## src/rtl/mux_pkg.sv

```systemverilog
// Shared constants and helpers for the streaming multiplexer.
// Imported by the top level and the round-robin arbiter.
package mux_pkg;

  localparam int MODE_SEL = 0;
  localparam int MODE_RR  = 1;

  // Index width for n channels, never narrower than one bit
  function automatic int clog2(input int n);
    int r;
    r = 0;
    while ((1 << r) < n) r++;
    return (r < 1) ? 1 : r;
  endfunction

endpackage

```

## src/rtl/mux_stream_rr_arbiter.sv

```systemverilog
// Round-robin arbiter: rotating priority scan starting at ptr.
// ptr moves just past the winner on each accepted grant.
module rr_arbiter
  import mux_pkg::*;
#(
  parameter  int N    = 4,
  localparam int SELW = clog2(N)
) (
  input  logic            clk,
  input  logic            rst,
  input  logic [N-1:0]    i_valid,
  input  logic            i_advance,
  output logic [SELW-1:0] o_grant,
  output logic            o_grant_valid
);

  logic [SELW-1:0] r_ptr;
  int              w_idx;

  // Scan from farthest to nearest so the nearest hit wins
  always_comb begin
    o_grant = '0;
    w_idx   = 0;
    for (int k = N - 1; k >= 0; k--) begin
      w_idx = int'(r_ptr) + k;
      if (w_idx >= N) w_idx = w_idx - N;
      if (i_valid[w_idx]) o_grant = SELW'(w_idx);
    end
  end

  assign o_grant_valid = |i_valid;

  always_ff @(posedge clk or posedge rst) begin
    if (rst) begin
      r_ptr <= '0;
    end else if (i_advance) begin
      r_ptr <= (o_grant == SELW'(N - 1)) ? '0
             : o_grant + 1'b1;
    end
  end

endmodule

```

## src/rtl/mux_stream.sv

```systemverilog
// N-channel registered stream mux, external select or round-robin.
// One output register; drain and refill share the same edge.
module mux_stream
  import mux_pkg::*;
#(
  parameter  int WIDTH = 8,
  parameter  int N     = 4,
  parameter  int MODE  = 0,
  localparam int SELW  = clog2(N)
) (
  input  logic               clk,
  input  logic               rst,
  input  logic [N*WIDTH-1:0] in_data,
  input  logic [N-1:0]       in_valid,
  output logic [N-1:0]       in_ready,
  input  logic [SELW-1:0]    sel,
  output logic [WIDTH-1:0]   out_data,
  output logic [SELW-1:0]    out_src,
  output logic               out_valid,
  input  logic               out_ready
);

  logic             w_load_en;
  logic             w_gnt_valid;
  logic [SELW-1:0]  w_gnt;
  logic [WIDTH-1:0] w_gnt_data;

  assign w_load_en = !out_valid || out_ready;

  generate
    if (MODE == MODE_RR) begin : g_rr
      rr_arbiter #(.N(N)) u_arb (
        .clk           (clk),
        .rst           (rst),
        .i_valid       (in_valid),
        .i_advance     (w_load_en && w_gnt_valid),
        .o_grant       (w_gnt),
        .o_grant_valid (w_gnt_valid)
      );
    end else begin : g_sel
      logic w_hit;
      // Out-of-range select values match no channel
      always_comb begin
        w_hit = 1'b0;
        for (int i = 0; i < N; i++)
          if (sel == SELW'(i)) w_hit = in_valid[i];
      end
      assign w_gnt       = sel;
      assign w_gnt_valid = w_hit;
    end
  endgenerate

  always_comb begin
    w_gnt_data = '0;
    for (int i = 0; i < N; i++)
      if (w_gnt == SELW'(i))
        w_gnt_data = in_data[i*WIDTH +: WIDTH];
  end

  always_comb begin
    in_ready = '0;
    for (int i = 0; i < N; i++)
      in_ready[i] = w_load_en && w_gnt_valid
                 && (w_gnt == SELW'(i)) && !rst;
  end

  always_ff @(posedge clk or posedge rst) begin
    if (rst) begin
      out_valid <= 1'b0;
      out_data  <= '0;
      out_src   <= '0;
    end else if (w_load_en) begin
      if (w_gnt_valid) begin
        out_valid <= 1'b1;
        out_data  <= w_gnt_data;
        out_src   <= w_gnt;
      end else begin
        out_valid <= 1'b0;
      end
    end
  end

endmodule

```

## config.mk

```make
export PLATFORM = sky130hd
export DESIGN_NAME = mux_stream
export DESIGN_NICKNAME = d
export VERILOG_FILES = /design/src/rtl/mux_pkg.sv /design/src/rtl/mux_stream_rr_arbiter.sv /design/src/rtl/mux_stream.sv
export SDC_FILE = /design/constraint.sdc
export NUM_CORES = 1
export LEC_CHECK = 0
export BUFFER_PORTS_ARGS = -buffer_cell sky130_fd_sc_hd__buf_2
export CAP_MARGIN = 30
export CORE_MARGIN = 8
export CORE_UTILIZATION = 40
export DETAILED_ROUTE_END_ITERATION = 12
export GPL_ROUTABILITY_DRIVEN = 0
export PLACE_DENSITY = 0.8
export SLEW_MARGIN = 0
export SYNTH_ARGS = -nofsm -noshare
export SYNTH_HDL_FRONTEND = slang
export SYNTH_SLANG_ARGS = --single-unit
```

## constraint.sdc

```tcl
create_clock -name clk -period 3.3 [get_ports clk]
set_input_delay 0 -clock clk [delete_from_list [all_inputs] [get_ports clk]]
set_output_delay 0 -clock clk [all_outputs]
set_load 0.005 [all_outputs]
```

==> load_flow_metrics.sql, run 1 <==
INSERT INTO impl_metrics (metric_group, metric, value, unit) VALUES
('worst_setup_path', 'timing.reg2reg.worst_path_depth', '4', ''),
('sta', 'tightestPinTransition', '406.2', 'ps'),
('die', 'std_cell_rows', '15', ''),
('clock_network', 'h_tree_level_count', '1', ''),
('cells_and_area', 'drive_above_1_share', '0.7524', ''),
('synthesis', 'postSynthNetCount', '90', ''),
('cells_and_area', 'layout-area-overhead-vs-synth', '42.32', '%'),
('die', 'die_width', '58.82', 'microns'),
('clock_network', 'clock-sinks', '11', ''),
('worst_setup_path', 'cpMaxStageDelayCell', 'sky130_fd_sc_hd__or3b_4', ''),
('cells_and_area', 'insertedDiodeCount', '0', ''),
('route', 'routed_vias_inst', '5.062', ''),
('hold_path', 'hold_path_depth', '3', ''),
('worst_setup_path', 'cp.arrival', '1560', 'ps'),
('sta', 'hold_viol_final', '0', ''),
('power', 'total_leakage_power', '0.0005463', 'uW'),
('global_route', 'grt_pass1_wl', '3263', 'microns'),
('worst_setup_path', 'endpoint_kind', 'output port', ''),
('route', 'drt_pass_1_iters', '4', ''),
('die', 'dieHeight', '58.82', 'microns'),
('sta', 'finalCritPeriodShare', '0.4742', ''),
('worst_setup_path', 'crit_type', 'flop to output port', ''),
('cells_and_area', 'layout.cells.most_common', 'sky130_fd_sc_hd__buf_2', ''),
('sta', 'clock.fmax', '639.0', 'MHz'),
('worst_setup_path', 'required_worst_endpoint', '3300', 'ps'),
('placement', 'io_buffer_count', '55', ''),
('sta', 'relSlewSlack', '0.7289', ''),
('route', 'drt_iter0_markers', '15', ''),
('synthesis', 'synthDistinctLibCells', '17', ''),
('placement', 'place_inst', '125', ''),
('worst_setup_path', 'cp_max_fo', '4', ''),
('power', 'ir_drop', '194.7', 'uV'),
('global_route', 'grt_max_degree', '16', ''),
('route', 'postRouteWirelength', '2239', 'microns'),
('power', 'power_density', '421.7', 'nW/um^2'),
('clock_network', 'cts_max_path_buffers', '2', ''),
('cells_and_area', 'num-fill-cells', '157', ''),
('worst_setup_path', 'timing.rr.start', 'out_valid', ''),
('sta', 'fin_tns_setup', '0', 'ps'),
('route', 'route.detailed.drc', '0', ''),
('synthesis', 'synth_area_per_cell', '14.96', 'sq um'),
('route', 'antenna_violating_nets_post_route', '0', ''),
('cells_and_area', 'leading_cell_types_in_the_layout_fill_and_taps_excluded', 'sky130_fd_sc_hd__buf_2 (55), sky130_fd_sc_hd__dfrtp_1 (11), sky130_fd_sc_hd__mux2_4 (9)', ''),
('hold_path', 'min_to', 'out_valid', ''),
('global_route', 'global_route.usage.total', '0.1273', ''),
('global_route', 'gr-total-overflow', '0', ''),
('global_route', 'initial_antenna_violation_count', '0', ''),
('worst_setup_path', 'critical_path.startpoint_type', 'flop', ''),
('cells_and_area', 'finish.net_count', '147', ''),
('synthesis', 'yosysWarningCount', '0', ''),
('sta', 'setup_viol_count_final', '0', ''),
('die', 'die-area', '3459', 'sq um'),
('cells_and_area', 'multi_input_area', '417.9', 'sq um'),
('route', 'num_vias', '658', ''),
('cells_and_area', 'finish.cell_count_without_fillers', '130', ''),
('synthesis', 'fraction_of_the_yosys_area_taken_by_sequential_cells', '0.3754', ''),
('clock_network', 'clockRootBuffer', 'sky130_fd_sc_hd__clkbuf_4', ''),
('outcome', 'run_status', 'finished clean', ''),
('clock_network', 'numCtsBuffers', '3', ''),
('synthesis', 'postSynthCellCount', '49', ''),
('placement', 'placement.cell_area', '1007', 'sq um'),
('cells_and_area', 'ff_latch_area', '275.3', 'sq um'),
('hold_path', 'hold_path.startpoint', 'out_ready', ''),
('worst_setup_path', 'r2r-end', 'out_data[7]', ''),
('synthesis', 'synth-seq-cells', '11', ''),
('placement', 'dp_hpwl', '1793', 'microns'),
('sta', 'final_period_minus_worst_setup_slack', '1565', 'ps'),
('clock_network', 'clk_transition_reported_paths', '70', 'ps'),
('run', 'max_cap_violations', '0', ''),
('power', 'power.total', '440.1', 'uW'),
('sta', 'hold_ws', '16.16', 'ps');
## cells by family after synthesis
| family | Yosys count | share of synthesized area |
|---|---|---|
| simple gates | 12 | 0.1041 |
| buf+inv | 6 | 0.05460 |
| compound gates | 1 | 0.006819 |
| flops | 11 | 0.3754 |
| mux | 19 | 0.4590 |
## worst max-delay path: cells and delay by family, from the launching register on
kind                   cells  cell delay (ps)
buffers and inverters      1              160
flip-flops                 1              380
AND/OR/NAND/NOR            3              760
## sequential cells by signal, summed over array words and instances (netlist names)
signal     count
out_data       8
out_valid      1
out_src        2
## what timing repair did
item / 4_1_cts / 5_1_grt
endpoints found under the hold margin: 11 / 0
hold buffers: 1 / 0
buffers inserted: 0 / 0
## stage by stage
stage | setup slack (ps) | util
after floorplan | 1754 | -
after global placement | 1779 | 0.5833
after detailed placement | 1735 | 0.5833
after CTS | 1696 | 0.6043
after global routing | 1610 | 0.6043
final | 1735 | 0.6043
## metal layers
layer  up-vias  global-route usage  share of wire
li1        301                   -              -
met1       317              0.1170           0.36
met2        36              0.2134           0.50
met3         4             0.08261           0.12
met4         0             0.06143          0.021
met5         -                   0              0
## synth_stat cells (all sizes together)
| cell | count | area [sq um] |
|---|---|---|
| dfrtp | 11 | 275.3 |
| mux2 | 10 | 146.4 |
| mux4 | 8 | 180.2 |
| buf | 4 | 32.53 |
| nand2 | 4 | 15.01 |
| inv | 2 | 7.500 |
| nor4 | 2 | 12.51 |
| nor4b | 2 | 17.52 |
| and2 | 1 | 8.760 |
| mux2i | 1 | 10.01 |
| nand2b | 1 | 6.260 |
| nand3 | 1 | 5.000 |
| o21ai | 1 | 5.000 |
| or3b | 1 | 11.26 |
## worst max path at each step
stage	startpoint	endpoint	slack, ps	cells past startpoint
3_5_place_dp	sel[1]	out_data[7]	1730	5
5_1_grt	out_valid	in_ready[2]	1610	4
3_3_place_gp	sel[1]	out_data[2]	1780	5
6_report	out_valid	in_ready[2]	1740	4
4_1_cts	out_valid	in_ready[2]	1700	4
2_1_floorplan	out_valid	out_data[0]	1750	5
## report_power, final
part | total, uW | switching, uW | internal [uW]
clock | 91.0 | 44.2 | 46.7
sequential | 186 | 18.6 | 168
combinational | 163 | 59.7 | 103
## layout make-up
class / count / share of cell area
clock buffers: 4 / 0.02518
inverters: 2 / 0.007194
multi-input cells: 32 / 0.4005
flip-flops and latches: 11 / 0.2638
well taps: 25 / 0.02998
repair buffers: 56 / 0.2734
Power figures use the tool's default switching activity.
==> run 2: changes to the inputs <==
ABC_AREA = 1   (was not set)
CORE_UTILIZATION = 35   (was 40)
PLACE_DENSITY = 0.74   (was 0.8)
clock period = 1.4 ns   (was 3.3 ns; I/O delays follow)
==> run 2 against run 1 <==
Sequential share of layout area down 1.3 points. First-iteration DRC count increased by 73%. Via count up 45%. Cell count increased by 54%. Critical path depth did not move. Sequential power increased by 130%. Design area rose by 5.3%. Area after synthesis rose by 4.4%. Core utilization shrank 9.3 points. Global-route usage decreased by 0.68 points. Register-to-register slack got worse by 1400 ps. Combinational power grew 110%. Critical endpoint unchanged.
==> load_flow_metrics.sql, run 2 <==
INSERT INTO impl_metrics (metric_group, metric, value, unit) VALUES
('clock_network', 'clock_tree_from_tritoncts', 'done', ''),
('clock_network', 'clockRootBuffer', 'sky130_fd_sc_hd__clkbuf_4', ''),
('cells_and_area', 'finish.net_count', '214', ''),
('route', 'wl_per_cell', '12.64', 'microns'),
('sta', 'relSlewSlack', '0.8655', ''),
('worst_setup_path', 'reg2reg_slack', '420', 'ps'),
('power', 'total_switching_power', '320.8', 'uW'),
('sta', 'maxSlewViolCount', '0', ''),
('global_route', 'initial_antenna_violation_count', '0', ''),
('cells_and_area', 'insertedDiodeCount', '0', ''),
('clock_network', 'clk_transition_reported_paths', '60', 'ps'),
('cells_and_area', 'largest_registers_ranked_by_flip_flop_count', 'out_data: 8 flops, out_src: 2 flops, out_valid: 1 flops', ''),
('power', 'pwr-share-seq', '0.432', ''),
('cells_and_area', 'largest-register', 'out_data', ''),
('hold_path', 'hold_class', 'primary input to flop', ''),
('placement', 'placement.cell_area', '1062', 'sq um'),
('outcome', 'run_status', 'finished clean', ''),
('clock_network', 'cts_max_path_buffers', '2', ''),
('worst_setup_path', 'timing.reg2reg.worst_path_depth', '4', ''),
('power', 'power.share.combinational', '0.350', ''),
('global_route', 'first_global_vias', '973', ''),
('cells_and_area', 'layout-area-overhead-vs-synth', '43.46', '%'),
('cells_and_area', 'layout.cells.most_common', 'sky130_fd_sc_hd__buf_2', ''),
('route', 'postRouteWirelength', '2528', 'microns'),
('global_route', 'met2_demand_to_capacity_share_in_global_routing', '0.2057', ''),
('worst_setup_path', 'worstSetupEndpoint', 'in_ready[2]', ''),
('cells_and_area', 'finalCoreUtilization', '0.5114', ''),
('power', 'part_of_the_power_in_the_clock_network', '0.218', ''),
('sta', 'clock.fmax', '830.6', 'MHz'),
('cells_and_area', 'final_design_area_no_fill', '1099', 'sq um'),
('die', 'io_pins', '56', ''),
('synthesis', 'synth_edf_count', '0', ''),
('clock_network', 'postCtsResizedCells', '0', ''),
('synthesis', 'synth_top_cell_by_area', 'sky130_fd_sc_hd__dfrtp_1', ''),
('clock_network', 'cts_setup_buffers', '0', ''),
('sta', 'tightestPinTransition', '201.0', 'ps'),
('synthesis', 'yosys.area.top_type_share', '0.3595', ''),
('power', 'cellInternalPower', '653.9', 'uW'),
('synthesis', 'netlist_top_cells_count', 'sky130_fd_sc_hd__nand2_1 (37), sky130_fd_sc_hd__nand3_1 (37), sky130_fd_sc_hd__dfrtp_1 (11)', ''),
('power', 'power.total', '974.7', 'uW'),
('synthesis', 'synthDistinctLibCells', '13', ''),
('worst_setup_path', 'cp.arrival', '1200', 'ps'),
('clock_network', 'cts.hold.buffers_added', '1', ''),
('run', 'max_cap_violations', '0', ''),
('hold_path', 'hold_path_depth', '5', ''),
('route', 'drt_iter0_markers', '26', ''),
('die', 'initial_utilization', '0.3564', ''),
('synthesis', 'synthArstFlopShare', '1.000', ''),
('global_route', 'global_route.usage.met1', '0.1303', ''),
('cells_and_area', 'leading_cell_types_in_the_layout_fill_and_taps_excluded', 'sky130_fd_sc_hd__buf_2 (55), sky130_fd_sc_hd__nand2_1 (37), sky130_fd_sc_hd__nand3_1 (37)', ''),
('worst_setup_path', 'r2r-end', 'out_data[5]', ''),
('global_route', 'top_usage_layer', 'met2', ''),
('worst_setup_path', 'timing.rr.start', 'out_valid', ''),
('clock_network', 'clock-sinks', '11', ''),
('placement', 'place_inst', '195', ''),
('route', 'antenna_violating_nets_post_route', '0', ''),
('sta', 'final.setup_skew', '2.650', 'ps'),
('worst_setup_path', 'cp-startpoint', 'out_valid', ''),
('sta', 'hold_viol_final', '0', ''),
('worst_setup_path', 'critical_path.startpoint_type', 'flop', ''),
('sta', 'rsz0062_at_grt', 'false', ''),
('global_route', 'gr-total-overflow', '0', ''),
('global_route', 'grt_max_degree', '17', ''),
('global_route', 'global_route.usage.total', '0.1205', ''),
('route', 'drt_pass_1_iters', '4', ''),
('synthesis', 'fraction_of_the_yosys_area_taken_by_sequential_cells', '0.3595', ''),
('route', 'routed_vias_inst', '4.775', ''),
('worst_setup_path', 'cp_max_fo', '4', ''),
('cells_and_area', 'num-fill-cells', '228', ''),
('worst_setup_path', 'endpoint_kind', 'output port', ''),
('worst_setup_path', 'required_worst_endpoint', '1400', 'ps'),
('power', 'ir_drop', '447.9', 'uV'),
('cells_and_area', 'finish.cell_count_without_fillers', '200', ''),
('route', 'num_vias', '955', ''),
('synthesis', 'ys_dominant_reg_cell', 'sky130_fd_sc_hd__dfrtp_1', ''),
('cells_and_area', 'largest_register_ff_count', '8', ''),
('power', 'swShare', '0.3291', ''),
('power', 'total_leakage_power', '0.0006330', 'uW'),
('synthesis', 'synth_top_cells_by_area', 'sky130_fd_sc_hd__dfrtp_1 (36%), sky130_fd_sc_hd__nand3_1 (24%), sky130_fd_sc_hd__nand2_1 (18%)', ''),
('sta', 'final_period_minus_worst_setup_slack', '1204', 'ps'),
('die', 'floorplan.core_area', '2148', 'sq um'),
('global_route', 'met3_usage', '0.02867', ''),
('die', 'std_cell_rows', '17', ''),
('worst_setup_path', 'crit_type', 'flop to output port', ''),
('power', 'power_density', '887.3', 'nW/um^2'),
('synthesis', 'yosysWarningCount', '0', ''),
('route', 'route.detailed.drc', '0', ''),
('clock_network', 'numCtsBuffers', '3', ''),
('synthesis', 'synth_area_per_cell', '6.717', 'sq um'),
('sta', 'setup_viol_count_final', '0', ''),
('cells_and_area', 'drive_above_1_share', '0.3953', ''),
('die', 'dieHeight', '62.78', 'microns'),
('synthesis', 'synth.cell_area', '765.7', 'sq um'),
('die', 'die-area', '3941', 'sq um'),
('die', 'die_width', '62.78', 'microns'),
('global_route', 'grt_pass1_wl', '3912', 'microns'),
('placement', 'dp_hpwl', '2111', 'microns'),
('clock_network', 'clock_insertion_delay_worst_skew', '270', 'ps'),
('synthesis', 'postSynthNetCount', '155', ''),
('placement', 'io_buffer_count', '55', ''),
('clock_network', 'h_tree_level_count', '1', ''),
('sta', 'finalCritPeriodShare', '0.8600', ''),
('synthesis', 'synth-seq-cells', '11', ''),
('synthesis', 'postSynthCellCount', '114', ''),
('sta', 'fin_tns_setup', '0', 'ps');
[run 2: final cells by class]
type	instances	area [sq um]	area share
well taps	28	35.03	0.03189
inverters	7	26.28	0.02392
clock buffers	4	26.28	0.02392
flip-flops and latches	11	275.3	0.2506
multi-input cells	89	412.9	0.3759
repair buffers	61	322.8	0.2939
[run 2: through the flow]
stage,hold WS (ps),worst slack [ps]
global placement,32.41,306.8
floorplan,-139.2,397.4
finish,83.55,196.0
CTS,85.38,185.1
global route,108.9,77.43
detailed placement,28.68,237.6
[run 2: worst max-delay path, stage by stage (launching register included)]
cell	delay (ps)
sky130_fd_sc_hd__dfrtp_1	370
sky130_fd_sc_hd__nand2_1	150
sky130_fd_sc_hd__nand3_1	170
sky130_fd_sc_hd__nor2_1	120
sky130_fd_sc_hd__buf_2	120
[run 2: how the worst min path moves through the flow]
stage               start     endpoint  slack, ps
2_1_floorplan         rst  out_data[0]       -140
3_3_place_gp          rst  out_data[0]         30
3_5_place_dp          rst  out_data[2]         30
4_1_cts         out_ready    out_valid         90
5_1_grt        in_data[2]  out_data[2]        110
6_report       in_data[2]  out_data[2]         80
[run 2: logic make-up after synthesis]
logic type             count (synthesis)  share of synthesized area
AND/OR/NAND/NOR                       89                     0.5392
buffers and inverters                 14                     0.1013
flip-flops                            11                     0.3595
[run 2: layer usage]
| layer | vias up | wire length (microns) |
|---|---|---|
| li1 | 498 | - |
| met1 | 417 | 1066 |
| met2 | 37 | 1286 |
| met3 | 3 | 146 |
| met4 | 0 | 28 |
| met5 | - | 0 |
[run 2: power groups by stage]
stage	Combinational, uW	Clock, uW	Sequential (uW)
2_1_floorplan	172	0	433
3_3_place_gp	335	0	426
4_1_cts	348	217	422
5_1_grt	385	225	428
3_5_place_dp	342	0	427
6_report	341	212	421
==> run 3: changes to the inputs <==
HOLD_SLACK_MARGIN = 0.1   (was not set)
==> run 3 against run 2 <==
Sequential share of layout area decreased by 1.3 points. Critical path depth unchanged. Combinational power increased by 4%. Via count increased by 1.5%. Die area unchanged. Cell count increased by 3.0%.
==> load_flow_metrics.sql, run 3 (synthesized netlist as in run 2, its figures left out) <==
INSERT INTO impl_metrics (metric_group, metric, value, unit) VALUES
('route', 'routed_vias_inst', '4.704', ''),
('cells_and_area', 'final_design_area_no_fill', '1159', 'sq um'),
('cells_and_area', 'largest-register', 'out_data', ''),
('cells_and_area', 'largest_register_ff_count', '8', ''),
('sta', 'finalWorstSetupSlack', '196.5', 'ps'),
('die', 'die_width', '62.78', 'microns'),
('hold_path', 'min_to', 'out_data[6]', ''),
('clock_network', 'clock_insertion_delay_worst_skew', '270', 'ps'),
('route', 'drt_iter0_markers', '25', ''),
('clock_network', 'clock-sinks', '11', ''),
('cells_and_area', 'leading_cell_types_in_the_layout_fill_and_taps_excluded', 'sky130_fd_sc_hd__buf_2 (55), sky130_fd_sc_hd__nand2_1 (37), sky130_fd_sc_hd__nand3_1 (37)', ''),
('cells_and_area', 'num-fill-cells', '222', ''),
('die', 'dieHeight', '62.78', 'microns'),
('global_route', 'global_route.usage.total', '0.1257', ''),
('global_route', 'grt_max_degree', '17', ''),
('worst_setup_path', 'cp_max_fo', '4', ''),
('die', 'io_pins', '56', ''),
('worst_setup_path', 'crit_type', 'flop to output port', ''),
('route', 'num_vias', '969', ''),
('clock_network', 'clockRootBuffer', 'sky130_fd_sc_hd__clkbuf_4', ''),
('clock_network', 'postCtsResizedCells', '0', ''),
('worst_setup_path', 'cpMaxStageDelayCell', 'sky130_fd_sc_hd__dfrtp_1', ''),
('cells_and_area', 'finish.net_count', '220', ''),
('sta', 'rsz0062_at_grt', 'false', ''),
('worst_setup_path', 'cp.buffers_inverters', '1', ''),
('clock_network', 'h_tree_level_count', '1', ''),
('outcome', 'run_status', 'finished clean', ''),
('clock_network', 'clk_transition_reported_paths', '70', 'ps'),
('placement', 'dp_hpwl', '2111', 'microns'),
('worst_setup_path', 'worstPathCellList', 'nand2_1 > nand3_1 > nor2_1 > buf_2', ''),
('hold_path', 'hold_path.startpoint', 'in_data[6]', ''),
('sta', 'setup_viol_count_final', '0', ''),
('route', 'drt_pass_1_iters', '4', ''),
('power', 'power_density', '853.1', 'nW/um^2'),
('run', 'max_cap_violations', '0', ''),
('worst_setup_path', 'cp.arrival', '1200', 'ps'),
('cells_and_area', 'finalCoreUtilization', '0.5393', ''),
('power', 'ir_drop', '452.2', 'uV'),
('hold_path', 'hold_class', 'primary input to flop', ''),
('worst_setup_path', 'critical_path.startpoint_type', 'flop', ''),
('worst_setup_path', 'timing.reg2reg.worst_path_depth', '4', ''),
('die', 'die-area', '3941', 'sq um'),
('worst_setup_path', 'endpoint_kind', 'output port', ''),
('sta', 'fin_tns_setup', '0', 'ps'),
('worst_setup_path', 'critPathMaxStageDelay', '370', 'ps'),
('die', 'std_cell_rows', '17', ''),
('sta', 'final_period_minus_worst_setup_slack', '1203', 'ps'),
('worst_setup_path', 'timing.critical_path.max_delay_family', 'simple AND/OR/NAND/NOR gates', ''),
('route', 'wl_per_cell', '12.62', 'microns'),
('sta', 'relSlewSlack', '0.8672', ''),
('route', 'postRouteWirelength', '2600', 'microns'),
('global_route', 'gr-total-overflow', '0', ''),
('clock_network', 'cts_setup_buffers', '0', ''),
('sta', 'tightestPinTransition', '198.4', 'ps'),
('route', 'route.detailed.drc', '0', ''),
('placement', 'io_buffer_count', '55', ''),
('sta', 'hold_viol_final', '0', ''),
('sta', 'maxSlewViolCount', '0', ''),
('clock_network', 'cts.hold.buffers_added', '7', ''),
('placement', 'preCtsSetupSlack', '237.6', 'ps'),
('sta', 'final.setup_skew', '2.884', 'ps'),
('sta', 'clock.fmax', '830.9', 'MHz'),
('worst_setup_path', 'r2r-end', 'out_data[5]', ''),
('die', 'initial_utilization', '0.3564', ''),
('clock_network', 'clock_tree_from_tritoncts', 'done', ''),
('clock_network', 'cts_max_path_buffers', '2', ''),
('route', 'antenna_violating_nets_post_route', '0', ''),
('cells_and_area', 'layout.cells.most_common', 'sky130_fd_sc_hd__buf_2', ''),
('global_route', 'first_global_vias', '998', ''),
('placement', 'placement.cell_area', '1062', 'sq um'),
('worst_setup_path', 'reg2reg_slack', '420', 'ps'),
('cells_and_area', 'layout-area-overhead-vs-synth', '51.31', '%'),
('hold_path', 'hold_path_depth', '5', ''),
('global_route', 'initial_antenna_violation_count', '0', ''),
('die', 'floorplan.core_area', '2148', 'sq um'),
('worst_setup_path', 'required_worst_endpoint', '1400', 'ps'),
('sta', 'hold_ws', '97.90', 'ps'),
('power', 'total_leakage_power', '0.0006581', 'uW'),
('sta', 'finalCritPeriodShare', '0.8596', ''),
('clock_network', 'numCtsBuffers', '3', ''),
('cells_and_area', 'largest_registers_ranked_by_flip_flop_count', 'out_data: 8 flops, out_src: 2 flops, out_valid: 1 flops', ''),
('global_route', 'grt_pass1_wl', '4064', 'microns'),
('worst_setup_path', 'timing.rr.start', 'out_valid', ''),
('cells_and_area', 'drive_above_1_share', '0.3820', ''),
('cells_and_area', 'insertedDiodeCount', '0', '');
[run 3: metal layers]
metal	part of all wire	routed length [microns]	vias up	track usage
met5	0	0	-	0
met4	0.011	28	0	0.07692
met3	0.051	132	3	0.02867
met2	0.51	1335	33	0.2212
met1	0.42	1104	423	0.1324
li1	-	-	510	-
[run 3: worst reg2reg max path, cell delays in order (launching register included)]
cell,delay [ps]
sky130_fd_sc_hd__dfrtp_1,370
sky130_fd_sc_hd__nand2_1,150
sky130_fd_sc_hd__buf_4,190
sky130_fd_sc_hd__nand3_1,100
sky130_fd_sc_hd__nand2_1,100
[run 3: cell type report]
| type | count | area [sq um] | area share |
|---|---|---|---|
| clock buffers | 4 | 26.28 | 0.02268 |
| flip-flops and latches | 11 | 275.3 | 0.2376 |
| well taps | 28 | 35.03 | 0.03024 |
| multi-input cells | 89 | 412.9 | 0.3564 |
| repair buffers | 67 | 382.9 | 0.3305 |
| inverters | 7 | 26.28 | 0.02268 |
[run 3: how the worst max path moves through the flow]
stage                  end  cells past startpoint      start  slack [ps]
2_1_floorplan  out_data[0]                      4  out_valid         400
3_3_place_gp   out_data[6]                      9     sel[0]         310
3_5_place_dp   out_data[7]                      9     sel[0]         240
4_1_cts        in_ready[2]                      4  out_valid         190
5_1_grt        in_ready[2]                      4  out_valid          80
6_report       in_ready[2]                      4  out_valid         200
[run 3: metrics by stage]
stage / instances / total power [uW]
after floorplan: 114 / 605.0
after global placement: 195 / 760.8
after detailed placement: 195 / 769.3
after CTS: 206 / 999.0
after global routing: 206 / 1052
final: 206 / 988.4
[run 3: power by group]
| group | switching [uW] | internal, uW |
|---|---|---|
| Sequential | 35.0 | 386 |
| Combinational | 186 | 168 |
| Clock | 102 | 110 |
